## src/rtl/demux_pkt_pkg.sv

```systemverilog
// Shared types and helpers for the packet demultiplexer.
// Optional per-channel statistics are enabled with DEMUX_PKT_STATS_EN.
package demux_pkt_pkg;

  typedef enum logic [1:0] {
    IDLE = 2'd0,
    LOCK = 2'd1,
    DROP = 2'd2
  } state_e;

  localparam int unsigned CNT_W = 16;

  // LSB position of channel ch inside a flattened per-channel bus.
  function automatic int unsigned ch_lsb(input int unsigned ch, input int unsigned w);
    return ch * w;
  endfunction

endpackage

```

## src/rtl/demux_out_slot.sv

```systemverilog
// One-entry holding register with valid/ready on the output side.
// A write while the slot drains replaces the beat, so one beat per cycle streams through.
module demux_out_slot #(
  parameter int unsigned DW = 8
) (
  input  logic          clk,
  input  logic          rst_n,
  input  logic          wr_en,
  input  logic [DW-1:0] wr_data,
  input  logic          wr_last,
  output logic          slot_free,
  output logic          out_valid,
  input  logic          out_ready,
  output logic [DW-1:0] out_data,
  output logic          out_last
);

  logic          valid_q;
  logic [DW-1:0] data_q;
  logic          last_q;

  assign slot_free = !valid_q | out_ready;

  always_ff @(posedge clk or negedge rst_n) begin
    if (!rst_n) begin
      valid_q <= 1'b0;
      data_q  <= '0;
      last_q  <= 1'b0;
    end else if (wr_en) begin
      valid_q <= 1'b1;
      data_q  <= wr_data;
      last_q  <= wr_last;
    end else if (valid_q && out_ready) begin
      valid_q <= 1'b0;
    end
  end

  assign out_valid = valid_q;
  assign out_data  = data_q;
  assign out_last  = last_q;

endmodule

```

## src/rtl/demux_1xn_pkt.sv

```systemverilog
// Registered 1-to-N packet demultiplexer; the header beat selects the channel for the whole packet.
// Define DEMUX_PKT_STATS_EN to add per-channel packet counters and a drop counter.
module demux_1xn_pkt
  import demux_pkt_pkg::*;
#(
  parameter  int unsigned N_CH = 8,
  parameter  int unsigned DW   = 8,
  localparam int unsigned SELW = $clog2(N_CH)
) (
  input  logic               clk,
  input  logic               rst_n,
  input  logic               in_valid,
  output logic               in_ready,
  input  logic [DW-1:0]      in_data,
  input  logic               in_last,
  input  logic [SELW-1:0]    in_sel,
  output logic [N_CH-1:0]    out_valid,
  input  logic [N_CH-1:0]    out_ready,
  output logic [N_CH*DW-1:0] out_data,
  output logic [N_CH-1:0]    out_last,
`ifdef DEMUX_PKT_STATS_EN
  input  logic                  stats_clr,
  output logic [N_CH*CNT_W-1:0] pkt_cnt,
  output logic [CNT_W-1:0]      drop_cnt,
`endif
  output logic               err_sel
);

  state_e            state_q, state_d;
  logic [SELW-1:0]   lock_ch_q, lock_ch_d;
  logic              err_q, err_d;
  logic [SELW-1:0]   tgt;
  logic              sel_ok, free_tgt, accept, fwd;
  logic [N_CH-1:0]   slot_free, wr_en;

  always_comb begin
    sel_ok   = 32'(in_sel) < N_CH;
    tgt      = (state_q == IDLE) ? in_sel : lock_ch_q;
    free_tgt = 1'b0;
    // Compare rather than index so an out-of-range select never reads past the slot array.
    for (int unsigned k = 0; k < N_CH; k++) begin
      if (32'(tgt) == k) free_tgt = slot_free[k];
    end
    in_ready = (state_q == DROP) | ((state_q == IDLE) & !sel_ok) | free_tgt;
    accept   = in_valid & in_ready;
    fwd      = accept & ((state_q == LOCK) | ((state_q == IDLE) & sel_ok));
    wr_en    = '0;
    for (int unsigned k = 0; k < N_CH; k++) begin
      wr_en[k] = fwd & (32'(tgt) == k);
    end

    state_d   = state_q;
    lock_ch_d = lock_ch_q;
    err_d     = 1'b0;
    if (accept) begin
      unique case (state_q)
        IDLE: begin
          if (!sel_ok) begin
            err_d = 1'b1;
            if (!in_last) state_d = DROP;
          end else if (!in_last) begin
            state_d   = LOCK;
            lock_ch_d = in_sel;
          end
        end
        LOCK, DROP: if (in_last) state_d = IDLE;
        default: state_d = IDLE;
      endcase
    end
  end

  always_ff @(posedge clk or negedge rst_n) begin
    if (!rst_n) begin
      state_q   <= IDLE;
      lock_ch_q <= '0;
      err_q     <= 1'b0;
    end else begin
      state_q   <= state_d;
      lock_ch_q <= lock_ch_d;
      err_q     <= err_d;
    end
  end

  assign err_sel = err_q;

  for (genvar k = 0; k < N_CH; k++) begin : g_slot
    demux_out_slot #(.DW(DW)) u_slot (
      .clk       (clk),
      .rst_n     (rst_n),
      .wr_en     (wr_en[k]),
      .wr_data   (in_data),
      .wr_last   (in_last),
      .slot_free (slot_free[k]),
      .out_valid (out_valid[k]),
      .out_ready (out_ready[k]),
      .out_data  (out_data[ch_lsb(k, DW) +: DW]),
      .out_last  (out_last[k])
    );
  end

`ifdef DEMUX_PKT_STATS_EN
  logic [N_CH*CNT_W-1:0] pkt_cnt_q;
  logic [CNT_W-1:0]      drop_cnt_q;

  always_ff @(posedge clk or negedge rst_n) begin
    if (!rst_n) begin
      pkt_cnt_q  <= '0;
      drop_cnt_q <= '0;
    end else if (stats_clr) begin
      pkt_cnt_q  <= '0;
      drop_cnt_q <= '0;
    end else begin
      for (int unsigned k = 0; k < N_CH; k++) begin
        if (out_valid[k] && out_ready[k] && out_last[k] &&
            pkt_cnt_q[ch_lsb(k, CNT_W) +: CNT_W] != '1)
          pkt_cnt_q[ch_lsb(k, CNT_W) +: CNT_W] <=
            pkt_cnt_q[ch_lsb(k, CNT_W) +: CNT_W] + CNT_W'(1);
      end
      if (err_q && drop_cnt_q != '1) drop_cnt_q <= drop_cnt_q + CNT_W'(1);
    end
  end

  assign pkt_cnt  = pkt_cnt_q;
  assign drop_cnt = drop_cnt_q;
`endif

endmodule

```

## config.mk

```make
export PLATFORM = sky130hd
export DESIGN_NAME = demux_1xn_pkt
export DESIGN_NICKNAME = d
export VERILOG_FILES = /design/src/rtl/demux_pkt_pkg.sv /design/src/rtl/demux_out_slot.sv /design/src/rtl/demux_1xn_pkt.sv
export SDC_FILE = /design/constraint.sdc
export NUM_CORES = 1
export LEC_CHECK = 0
export BUFFER_PORTS_ARGS = -buffer_cell sky130_fd_sc_hd__buf_2
export CAP_MARGIN = 20
export CORE_MARGIN = 2
export CORE_UTILIZATION = 37
export DETAILED_ROUTE_END_ITERATION = 8
export PLACE_DENSITY = 0.64
export SLEW_MARGIN = 20
export SYNTH_ARGS = -nofsm -noshare
export SYNTH_HDL_FRONTEND = slang
export SYNTH_SLANG_ARGS = --single-unit
```

## constraint.sdc

```tcl
create_clock -name clk -period 3.8 [get_ports clk]
set_input_delay 0.38 -clock clk [delete_from_list [all_inputs] [get_ports clk]]
set_output_delay 0.38 -clock clk [all_outputs]
set_load 0.005 [all_outputs]
```

==> summary.md <==
| Metric | Value |
|---|---|
| Worst vdd ir | `approximately 0.3 mV` |
| Worst slew margin relative to its limit | `0.501` |
| Synth top area cells | `dfrtp_1, mux2_2, mux2_4, o2bb2ai_1, nand2_1` |
| WHS | `0.0813 ns` |
| DRC violations left | `0` |
| Int Pwr | `2370 uW` |
| Detailed placement HPWL | `6110 um` |
| Mapped Area | `0.00356 mm^2` |
| Max-cap violations | `0` |
| Antenna violations before repair | `0` |
| Placed insts | `roughly 490` |
| Mapped Nets | `305` |
| Switch Pwr | `1210 uW` |
| Via density | `4.91` |
| Post-CTS Hold Buffers | `0` |
| Pin count of the biggest net entering global routing | `85` |
| GRT overflow | `0` |
| First-pass DRT Iterations | `4` |
| Total core area | `between 0.009 and 0.01 mm^2` |
| Final cell count without fillers | `503` |
| Synth Instances | `about 280` |
| Setup WS pre-CTS | `between 1 and 1.5 ns` |
| Crit path DAT | `2.16 ns` |
| Highest metal used | `met4` |
| Logic pwr share | `0.399` |
| Number of gates resized after cts | `0` |
| Final WS setup | `between 1 and 1.5 ns` |
| Worst r2r src | `state_q[0]$_DFFE_PN0P_` |
| Cell area power density | `~840 mW/mm^2` |
| Post-CTS Setup Inserts | `0` |
| Met1 Routed Length | `roughly 3700 um` |
| Placer Congestion | `roughly 0.92` |
| Register Area | `0.00210 mm^2` |
| First-pass GRT wire length | `~13000 um` |
| TritonCTS Buffers | `9` |
| Fin crit period | `approximately 2.5 ns` |
| Setup TNS | `0 ns` |
| Worst skew pair latency | `0.34 ns` |
| Synth Warn # | `0` |
| PortBufs | `103` |
| Vias in the first global route | `between 2000 and 2500` |
| RSZ-0062 raised after global routing | `no` |
| Setup Crit Path Kind | `register to output pin` |
| Status | `finished clean` |
| Antenna-violating nets left | `0` |
| Layout cell share with drive strength beyond 1 | `0.428` |
| Synth cell count leaders | `dfrtp_1, nand2_1, mux2_2` |
| Hold Fails Final Rpt | `0` |
| Flop pwr share | `0.428` |
| Crit end category | `output pin` |
| Root Buffer | `clkbuf_8` |
| Period Utilization, post-route | `0.668` |
| Max Fclk | `roughly 390 MHz` |
| Power consumption | `about 3600 uW` |
| H-tree Lvls | `3` |
| Io pins | `105` |
| Top-count cell post-synth | `dfrtp_1` |
| Seq/Total Area, Yosys | `0.591` |
| Iter 0 DRT Violations | `roughly 140` |
| Routed vias | `2472` |
| Top cell type's share of synthesized area | `0.591` |
| Post-synth cell types | `30` |
| Setup violators final | `0` |
| Die width | `roughly 100 um` |
| Area Overhead vs Synth | `19.5%` |
| Worst Hold Class | `input port to asynchronous set/reset pin` |
| FFs w/ async S/R, synth | `1.00` |
| Crit start category | `register` |
| Leak pwr | `0.00212 uW` |
| Fillcell total | `~900` |
| # rows | `35` |
| Die Y | `a little over 100 um` |
| Critical Path Start | `state_q[0]$_DFFE_PN0P_` |
| EDFF count, synth | `0` |
| CTS max path bufs | `2` |
| CTS Sinks | `84` |
| Sw Ratio | `0.338` |
| Maximum fanout along the worst path | `14` |
| CTS tree | `built` |
| Multi-input logic area | `0.00126 mm^2` |
| ANT cells | `0` |
| Worst-margin pin slew | `0.748 ns` |
| Metal3 WL | `around 660 um` |
| Slew Limit Fails | `0` |
| Drt total wl | `between 8000 and 9000 um` |
| Met2 routed WL | `about 3800 um` |
| GRT Util Overall | `0.169` |
| Syn_area_per_cell | `~13 um^2` |
| Routed WL per cell | `approximately 17 um` |
| Post-synth top area cell | `dfrtp_1` |
| Worst-path clk slew | `~0.090 ns` |
| DIE AREA | `approximately 0.010 mm^2` |
| Ys flop type | `dfrtp_1` |
| CP required | `roughly 3.4 ns` |
| Yosys reg bits | `between 80 and 90` |
| Skew final | `around 0.011 ns` |
| Final net count | `approximately 390` |
| Clock power share | `0.173` |
| Initial core utilization | `0.383` |
-- registers in the layout, indices dropped and copies added (netlist names) --
name	flops
g_slot.u_slot.out_valid	8
g_slot.u_slot.out_last	8
lock_ch_q	3
g_slot.u_slot.out_data	64
state_q	1
-- critical path, stage by stage, from the launching register on --
cell       delay, ns
dfrtp_1         0.49
mux2_4          0.40
a221o_1         0.30
a221o_1         0.31
o2111ai_1       0.11
nand2_1         0.08
buf_2           0.13
-- cells by family (layout without fill, tap and decap cells) --
group / after synthesis / after routing / synth area share
mux: 42 / 42 / 0.148
simple gates: 70 / 70 / 0.0932
buf+inv: 29 / 121 / 0.0549
other cells: 1 / 1 / 0.00105
flops: 84 / 84 / 0.591
compound gates: 56 / 56 / 0.113
-- power groups by stage --
| stage | logic, uW | registers [uW] | clock network [uW] |
|---|---|---|---|
| floorplan | 915 | 1540 | 0 |
| global placement | 1420 | 1540 | 0 |
| detailed placement | 1450 | 1540 | 0 |
| CTS | 1450 | 1540 | 641 |
| global route | 1580 | 1590 | 680 |
| finish | 1430 | 1530 | 619 |
-- through the flow --
| stage | util | instance area, um^2 |
|---|---|---|
| CTS | 0.458 | 4250 |
| detailed placement | 0.437 | 4060 |
| global route | 0.458 | 4250 |
| global placement | 0.437 | 4060 |
| finish | 0.458 | 4250 |
| floorplan | - | 3560 |
-- cell type report --
class | count | area share
multi-input combinational | 169 | 0.296
clock inverter | 4 | 0.0121
tap | 129 | 0.0379
sequential | 84 | 0.494
inverter | 3 | 0.00265
timing repair buffer | 104 | 0.124
clock buffer | 10 | 0.0324
-- per-layer routing --
layer | vias up | track usage
met5 | - | 0
met4 | 0 | 0.0687
met3 | 15 | 0.0465
met2 | 107 | 0.254
met1 | 1203 | 0.232
li1 | 1147 | -
-- final timing paths --
| check | to | slack, ns | depth (start not counted) |
|---|---|---|---|
| worst max-delay path | in_ready | 1.26 | 6 |
| worst min-delay path | g_slot[6].u_slot.out_data[7]$_DFFE_PN0P_ | 0.08 | 1 |
| worst max register to register | g_slot[2].u_slot.out_data[4]$_DFFE_PN0P_ | 1.37 | 6 |
| worst min register to register | g_slot[7].u_slot.out_data[7]$_DFFE_PN0P_ | 0.48 | 2 |
| max in group asynchronous | g_slot[1].u_slot.out_data[4]$_DFFE_PN0P_ | 3.21 | 1 |
| min in group clk | lock_ch_q[0]$_DFFE_PN0P_ | 0.30 | 2 |
-- cell usage in the layout, fill, tap and decap left out, drive strengths merged, types with 2 or more instances in the layout --
master     n
a21oi      4
a221o      3
a2bb2oi    3
and2       5
buf      104
clkbuf    10
clkinv     2
dfrtp     84
inv        3
mux2      39
mux2i      3
nand2     38
nand2b     8
nand3      5
nor2       5
nor2b      5
nor3       2
o21ai     21
o2bb2ai   19
or3        2
Note: power is estimated with default switching activity, not from simulation.
